===== config.mk =====
export PLATFORM = sky130hd
export DESIGN_NAME = linear_layer_start_fifo_srl_flat
export DESIGN_NICKNAME = d
export VERILOG_FILES = /design/src/rtl/linear_layer_start_fifo_srl_if.sv /design/src/rtl/linear_layer_start_fifo_srl.sv /design/src/flat_wrapper.sv
export SDC_FILE = /design/constraint.sdc
export NUM_CORES = 1
export LEC_CHECK = 0
export BUFFER_PORTS_ARGS = -buffer_cell sky130_fd_sc_hd__buf_2
export CAP_MARGIN = 20
export CORE_AREA = 2 2 39 41
export DETAILED_ROUTE_END_ITERATION = 16
export DIE_AREA = 0 0 41 43
export GPL_ROUTABILITY_DRIVEN = 0
export PLACE_DENSITY = 0.51
export SLEW_MARGIN = 40
export SYNTH_ARGS = -nofsm -noshare
export SYNTH_HDL_FRONTEND = slang
export SYNTH_SLANG_ARGS = --single-unit

===== constraint.sdc =====
create_clock -name clk -period 3.2 [get_ports clk]
set_clock_uncertainty 0.2 [all_clocks]
set_input_delay 0.16 -clock clk [delete_from_list [all_inputs] [get_ports clk]]
set_output_delay 0.16 -clock clk [all_outputs]
set_load 0.01 [all_outputs]

===== src/rtl/linear_layer_start_fifo_srl_if.sv =====
// Start-token FIFO handshake bundle: write side (push) and read side (pop).
// master = token producer/consumer side, slave = the FIFO itself.
interface linear_layer_start_fifo_srl_if #(
    parameter int DATA_WIDTH = 1
);
    logic                  if_write_ce;
    logic                  if_write;
    logic [DATA_WIDTH-1:0] if_din;
    logic                  if_full_n;
    logic                  if_read_ce;
    logic                  if_read;
    logic [DATA_WIDTH-1:0] if_dout;
    logic                  if_empty_n;

    modport master (
        output if_write_ce, if_write, if_din,
        output if_read_ce, if_read,
        input  if_full_n, if_dout, if_empty_n
    );

    modport slave (
        input  if_write_ce, if_write, if_din,
        input  if_read_ce, if_read,
        output if_full_n, if_dout, if_empty_n
    );
endinterface


===== src/rtl/linear_layer_start_fifo_srl.sv =====
// SRL-style start-token FIFO: shift-in storage, addressed read, registered flags.
// Optional macro START_FIFO_PROT_CHK_EN adds sticky err_ovf/err_udf outputs.

module linear_layer_start_fifo_srl_shiftreg #(
    parameter int DATA_WIDTH = 1,
    parameter int ADDR_WIDTH = 1,
    parameter int DEPTH      = 2
) (
    input  logic                  clk,
    input  logic                  i_shift,
    input  logic [DATA_WIDTH-1:0] i_din,
    input  logic [ADDR_WIDTH-1:0] i_addr,
    output logic [DATA_WIDTH-1:0] o_dout
);
    logic [DATA_WIDTH-1:0] r_mem [DEPTH];

    // New token enters at entry 0; older tokens move one slot deeper.
    always_ff @(posedge clk) begin
        if (i_shift) begin
            r_mem[0] <= i_din;
            for (int i = 1; i < DEPTH; i++) begin
                r_mem[i] <= r_mem[i-1];
            end
        end
    end

    // Addressed read; out-of-range address (empty) yields zero.
    always_comb begin
        o_dout = '0;
        if (int'(i_addr) < DEPTH) begin
            o_dout = r_mem[i_addr];
        end
    end
endmodule

module linear_layer_start_fifo_srl #(
    parameter int DATA_WIDTH = 1,
    parameter int ADDR_WIDTH = 1,
    parameter int DEPTH      = 2
) (
    input  logic clk,
    input  logic reset,
    linear_layer_start_fifo_srl_if.slave bus
`ifdef START_FIFO_PROT_CHK_EN
    ,
    output logic err_ovf,
    output logic err_udf
`endif
);
    localparam int CW = $clog2(DEPTH + 1);
    localparam logic [CW-1:0] LP_DEPTH = CW'(DEPTH);
    localparam logic [CW-1:0] LP_ONE   = CW'(1);

    typedef enum logic [1:0] {
        S_EMPTY = 2'd0,
        S_PART  = 2'd1,
        S_FULL  = 2'd2
    } state_t;

    state_t                r_state;
    state_t                w_state_nxt;
    logic [CW-1:0]         r_cnt;
    logic [CW-1:0]         w_cnt_nxt;
    logic [ADDR_WIDTH-1:0] r_addr;
    logic [ADDR_WIDTH-1:0] w_addr_nxt;
    logic                  w_wr;
    logic                  w_rd;
    logic                  w_full_n;
    logic                  w_empty_n;

    assign w_full_n  = (r_state != S_FULL);
    assign w_empty_n = (r_state != S_EMPTY);
    assign w_wr = bus.if_write_ce & bus.if_write & w_full_n;
    assign w_rd = bus.if_read_ce & bus.if_read & w_empty_n;

    assign bus.if_full_n  = w_full_n;
    assign bus.if_empty_n = w_empty_n;

    linear_layer_start_fifo_srl_shiftreg #(
        .DATA_WIDTH (DATA_WIDTH),
        .ADDR_WIDTH (ADDR_WIDTH),
        .DEPTH      (DEPTH)
    ) u_mem (
        .clk     (clk),
        .i_shift (w_wr & ~reset),
        .i_din   (bus.if_din),
        .i_addr  (r_addr),
        .o_dout  (bus.if_dout)
    );

    // Occupancy state, count and read address registers.
    always_ff @(posedge clk) begin
        if (reset) begin
            r_state <= S_EMPTY;
            r_cnt   <= '0;
            r_addr  <= '1;
        end else begin
            r_state <= w_state_nxt;
            r_cnt   <= w_cnt_nxt;
            r_addr  <= w_addr_nxt;
        end
    end

    // Push-only grows, pop-only shrinks; push+pop keeps occupancy.
    always_comb begin
        w_state_nxt = r_state;
        w_cnt_nxt   = r_cnt;
        w_addr_nxt  = r_addr;
        case ({w_wr, w_rd})
            2'b10: begin
                w_cnt_nxt   = r_cnt + LP_ONE;
                w_addr_nxt  = r_addr + 1'b1;
                w_state_nxt = (r_cnt + LP_ONE == LP_DEPTH) ? S_FULL : S_PART;
            end
            2'b01: begin
                w_cnt_nxt   = r_cnt - LP_ONE;
                w_addr_nxt  = r_addr - 1'b1;
                w_state_nxt = (r_cnt == LP_ONE) ? S_EMPTY : S_PART;
            end
            default: ;
        endcase
    end

`ifdef START_FIFO_PROT_CHK_EN
    logic w_ovf_evt;
    logic w_udf_evt;
    logic r_err_ovf;
    logic r_err_udf;

    assign w_ovf_evt = bus.if_write_ce & bus.if_write & ~w_full_n;
    assign w_udf_evt = bus.if_read_ce & bus.if_read & ~w_empty_n;
    assign err_ovf   = r_err_ovf;
    assign err_udf   = r_err_udf;

    // Sticky protocol-violation flags, cleared only by reset.
    always_ff @(posedge clk) begin
        if (reset) begin
            r_err_ovf <= 1'b0;
            r_err_udf <= 1'b0;
        end else begin
            if (w_ovf_evt) r_err_ovf <= 1'b1;
            if (w_udf_evt) r_err_udf <= 1'b1;
        end
    end

`ifndef SYNTHESIS
    // Simulation-only report of each violation.
    always_ff @(posedge clk) begin
        if (!reset && w_ovf_evt) $error("start fifo overflow push");
        if (!reset && w_udf_evt) $error("start fifo underflow pop");
    end
`endif
`endif
endmodule


===== src/flat_wrapper.sv =====
// flat-port wrapper written by rule: the top's interface ports become plain ports
module linear_layer_start_fifo_srl_flat 
#(
    parameter int DATA_WIDTH = 1,
    parameter int ADDR_WIDTH = 1,
    parameter int DEPTH      = 2
)
  (clk, reset, bus_if_write_ce, bus_if_write, bus_if_din, bus_if_read_ce, bus_if_read, bus_if_full_n, bus_if_dout, bus_if_empty_n);
  linear_layer_start_fifo_srl_if #(.DATA_WIDTH(DATA_WIDTH)) bus_i ();
  input  logic clk;
  input  logic reset;
  input wire logic [$bits(bus_i.if_write_ce)-1:0] bus_if_write_ce;
  input wire logic [$bits(bus_i.if_write)-1:0] bus_if_write;
  input wire logic [$bits(bus_i.if_din)-1:0] bus_if_din;
  input wire logic [$bits(bus_i.if_read_ce)-1:0] bus_if_read_ce;
  input wire logic [$bits(bus_i.if_read)-1:0] bus_if_read;
  output wire logic [$bits(bus_i.if_full_n)-1:0] bus_if_full_n;
  output wire logic [$bits(bus_i.if_dout)-1:0] bus_if_dout;
  output wire logic [$bits(bus_i.if_empty_n)-1:0] bus_if_empty_n;
  assign bus_i.if_write_ce = bus_if_write_ce;
  assign bus_i.if_write = bus_if_write;
  assign bus_i.if_din = bus_if_din;
  assign bus_i.if_read_ce = bus_if_read_ce;
  assign bus_i.if_read = bus_if_read;
  assign bus_if_full_n = bus_i.if_full_n;
  assign bus_if_dout = bus_i.if_dout;
  assign bus_if_empty_n = bus_i.if_empty_n;
  linear_layer_start_fifo_srl #(.DATA_WIDTH(DATA_WIDTH), .ADDR_WIDTH(ADDR_WIDTH), .DEPTH(DEPTH)) u_core (.clk(clk), .reset(reset), .bus(bus_i));
endmodule

==> metrics.txt <==
vias in the first global route 265; Setup-failing EPs final 0; Die Wd 41 um; multiplexer share of the synthesized area 5.74%; startpoint type of the worst setup path flip-flop; worst-path cell chain or2_1, and3_1, ha_1, xor2_1, nand2b_1; Synth-to-Final Area Change 27.0%; Hold Crit Depth 3; Post-CTS Hold Buffers 2; Simple-Gate Fraction of Synth Area 20.3%; delay-heaviest family, CP simple AND/OR/NAND/NOR gates; XOR/XNOR share of the synthesized area 4.73%; average cell area after synthesis 10.3 um2; GR Overflow Total 0; adder-cell share of the synthesized area 10.1%; Post-Syn Area 370 um2; Bufs and invs on worst path 0; drt total wl 578 um; HP Start bus_if_write; Hold Vio Cnt, Final 0; Core Area 1380 um2; PD cells 505 nW/um2; Starting Density 26.8%; RSZ-0062 raised after global routing no; #FFs+latches synth 8; Sw Pwr 0.0571 mW; fin worst setup slack 1.41 ns; clock power share 34.8%; sw frac 24.0%; post-CTS setup buffers 0; Num Clock Sinks 8; Min-Delay Endpoint u_core.u_mem.r_mem[1]; nature of the critical path endpoint flip-flop; Compound-Gate Fraction of Synth Area 5.41%; # placed instances 60; slowest cell on the critical path ha_1; max incr delay on CP 0.45 ns; post_cts resized 0; Starting DRT DRC Count 2; Netlist cell types 18; Seq pwr share 48.8%; CTS tree built; flop-to-flop setup slack 1.41 ns; Worst slew margin 81.2%; Internal 0.180 mW; die height 43 um; Post-route DRC 0; fraction of layout cells with a size suffix above 1 28.0%; CP max FO 8; Clk pin slew, worst setup/hold paths 0.05 ns; cts bufs inserted 3; Layout Nets 61; reg2reg end u_core.r_addr; sequential fraction of the synthesis area 48.6%; drt via density 4.14; Peak Freq 0.558 GHz; Slew Viols, Final 0; WL/cell 8.76 um; met3 WL 42 um; Critical Path AT 1.74 ns; clock buffer depth 2; met2 wire len 261 um; die area 1760 um2; post-route antenna net violation count 0; worst r2r path cells 5; CP Class flip-flop to flip-flop; Ys Warns 0; Place WS 1.40 ns; clk_lat worst skew 0.25 ns; CP required 3.14 ns; CTS root buffer clkbuf_4; Max-Cap Viols 0; Max H-tree Level 1; num ports 10; Final Non-Filler Cells 66; diodes inserted 0; maximum number of pins on one net before global-route repair 9; Max VDD drop 0.188 mV; Mapped Cells 36; fin crit share 56.0%; TritonRoute pass-1 iters 4; minimum clock period 1.79 ns; combinational power share 16.4%; final core occ 34.0%; hold crit path type input pin to flip-flop; largest family of logic cells by synthesized area simple AND/OR/NAND/NOR gates; Row Count 14; antenna violations before repair 0; highest routed layer met4; Setup TNS 0 ns; All-Layer GR Usage 9.46%; Filler cells 155; Met1 Wirelength 260 um; Slew @ Worst Pin 0.281 ns; cell leakage power 0.204 nW; vias 273; Port Buffers 9; Mapped Nets 46; Worst R2R Start u_core.r_state[1]; first-pass GRT wire length 993 um; status finished, final reports clean
## power by group through the flow
stage / Clock [mW] / Combinational (mW) / Sequential (mW)
floorplan: 0 / 0.0295 / 0.117
global placement: 0 / 0.0371 / 0.118
detailed placement: 0 / 0.0375 / 0.118
CTS: 0.0880 / 0.0396 / 0.116
global route: 0.0966 / 0.0442 / 0.117
finish: 0.0825 / 0.0390 / 0.116
## Yosys cell counts
cell | count | share of area, %
o21ai_1 | 1 | 1.4
dfxtp_1 | 6 | 32
a21oi_1 | 3 | 4.1
xor2_1 | 1 | 2.4
nor3b_2 | 1 | 3.4
inv_1 | 2 | 2.0
buf_6 | 1 | 3.0
mux2_2 | 1 | 3.0
mux2i_1 | 1 | 2.7
edfxtp_1 | 2 | 16
ha_1 | 3 | 10
nand3_1 | 1 | 1.4
and3_1 | 1 | 1.7
nor2_1 | 6 | 6.1
nand2_1 | 1 | 1.0
xnor2_1 | 1 | 2.4
nand2b_1 | 3 | 5.1
or2_1 | 1 | 1.7
## how the worst max path moves through the flow
stage	startpoint	end	slack, ns	depth (start not counted)
2_1_floorplan	u_core.r_state[1]	flip-flop	1.45	6
3_3_place_gp	u_core.r_state[1]	flip-flop	1.43	5
3_5_place_dp	u_core.r_state[1]	flip-flop	1.40	5
4_1_cts	u_core.r_state[1]	u_core.r_addr	1.40	5
5_1_grt	u_core.r_state[1]	u_core.r_addr	1.29	5
6_report	u_core.r_state[1]	u_core.r_addr	1.41	5
## per-stage QoR
step | cell area (um2) | hold WS, ns | total power [mW]
after floorplan | 370 | 0.0291 | 0.147
after global placement | 424 | 0.143 | 0.155
after detailed placement | 424 | 0.149 | 0.156
after CTS | 470 | 0.160 | 0.244
after global routing | 470 | 0.188 | 0.258
final | 470 | 0.162 | 0.237
## layout make-up
class / instances / area, um2 / area share (%)
clock buffer: 4 / 26.3 / 5.59
timing repair buffer: 11 / 65.1 / 13.8
multi-input combinational: 25 / 171 / 36.4
sequential: 8 / 180 / 38.3
inverter: 2 / 7.51 / 1.60
tap: 16 / 20.0 / 4.26
## layout by cell type (no fill, tap or decap), drive strengths merged
master | Yosys | routed
buf | 1 | 9
nor2 | 6 | 6
dfxtp | 6 | 6
clkbuf | 0 | 4
nand2b | 3 | 3
a21oi | 3 | 3
ha | 3 | 3
inv | 2 | 2
dlygate4sd3 | 0 | 2
edfxtp | 2 | 2
xor2 | 1 | 1
nand3 | 1 | 1
mux2 | 1 | 1
xnor2 | 1 | 1
mux2i | 1 | 1
nor3b | 1 | 1
o21ai | 1 | 1
nand2 | 1 | 1
or2 | 1 | 1
and3 | 1 | 1
## logic make-up after synthesis
kind of cell | count (synthesis)
AOI/OAI and AO/OA | 4
adders and majority gates | 3
xor gates and xnor gates | 2
muxes | 2
and+or+nand+nor | 14
DFF | 8
buffers and inverters | 3
## layer usage
layer | GRT usage [%] | vias up
met3 | 7.85 | 2
li1 | - | 147
met5 | 0 | -
met2 | 12.5 | 6
met4 | 8.00 | 0
met1 | 8.74 | 118
## worst min-delay path: stages
cell and delay, ns:
buf_2 0.09, nand3_1 0.10, nor2_1 0.08
Note: power is estimated with default switching activity, not from simulation.
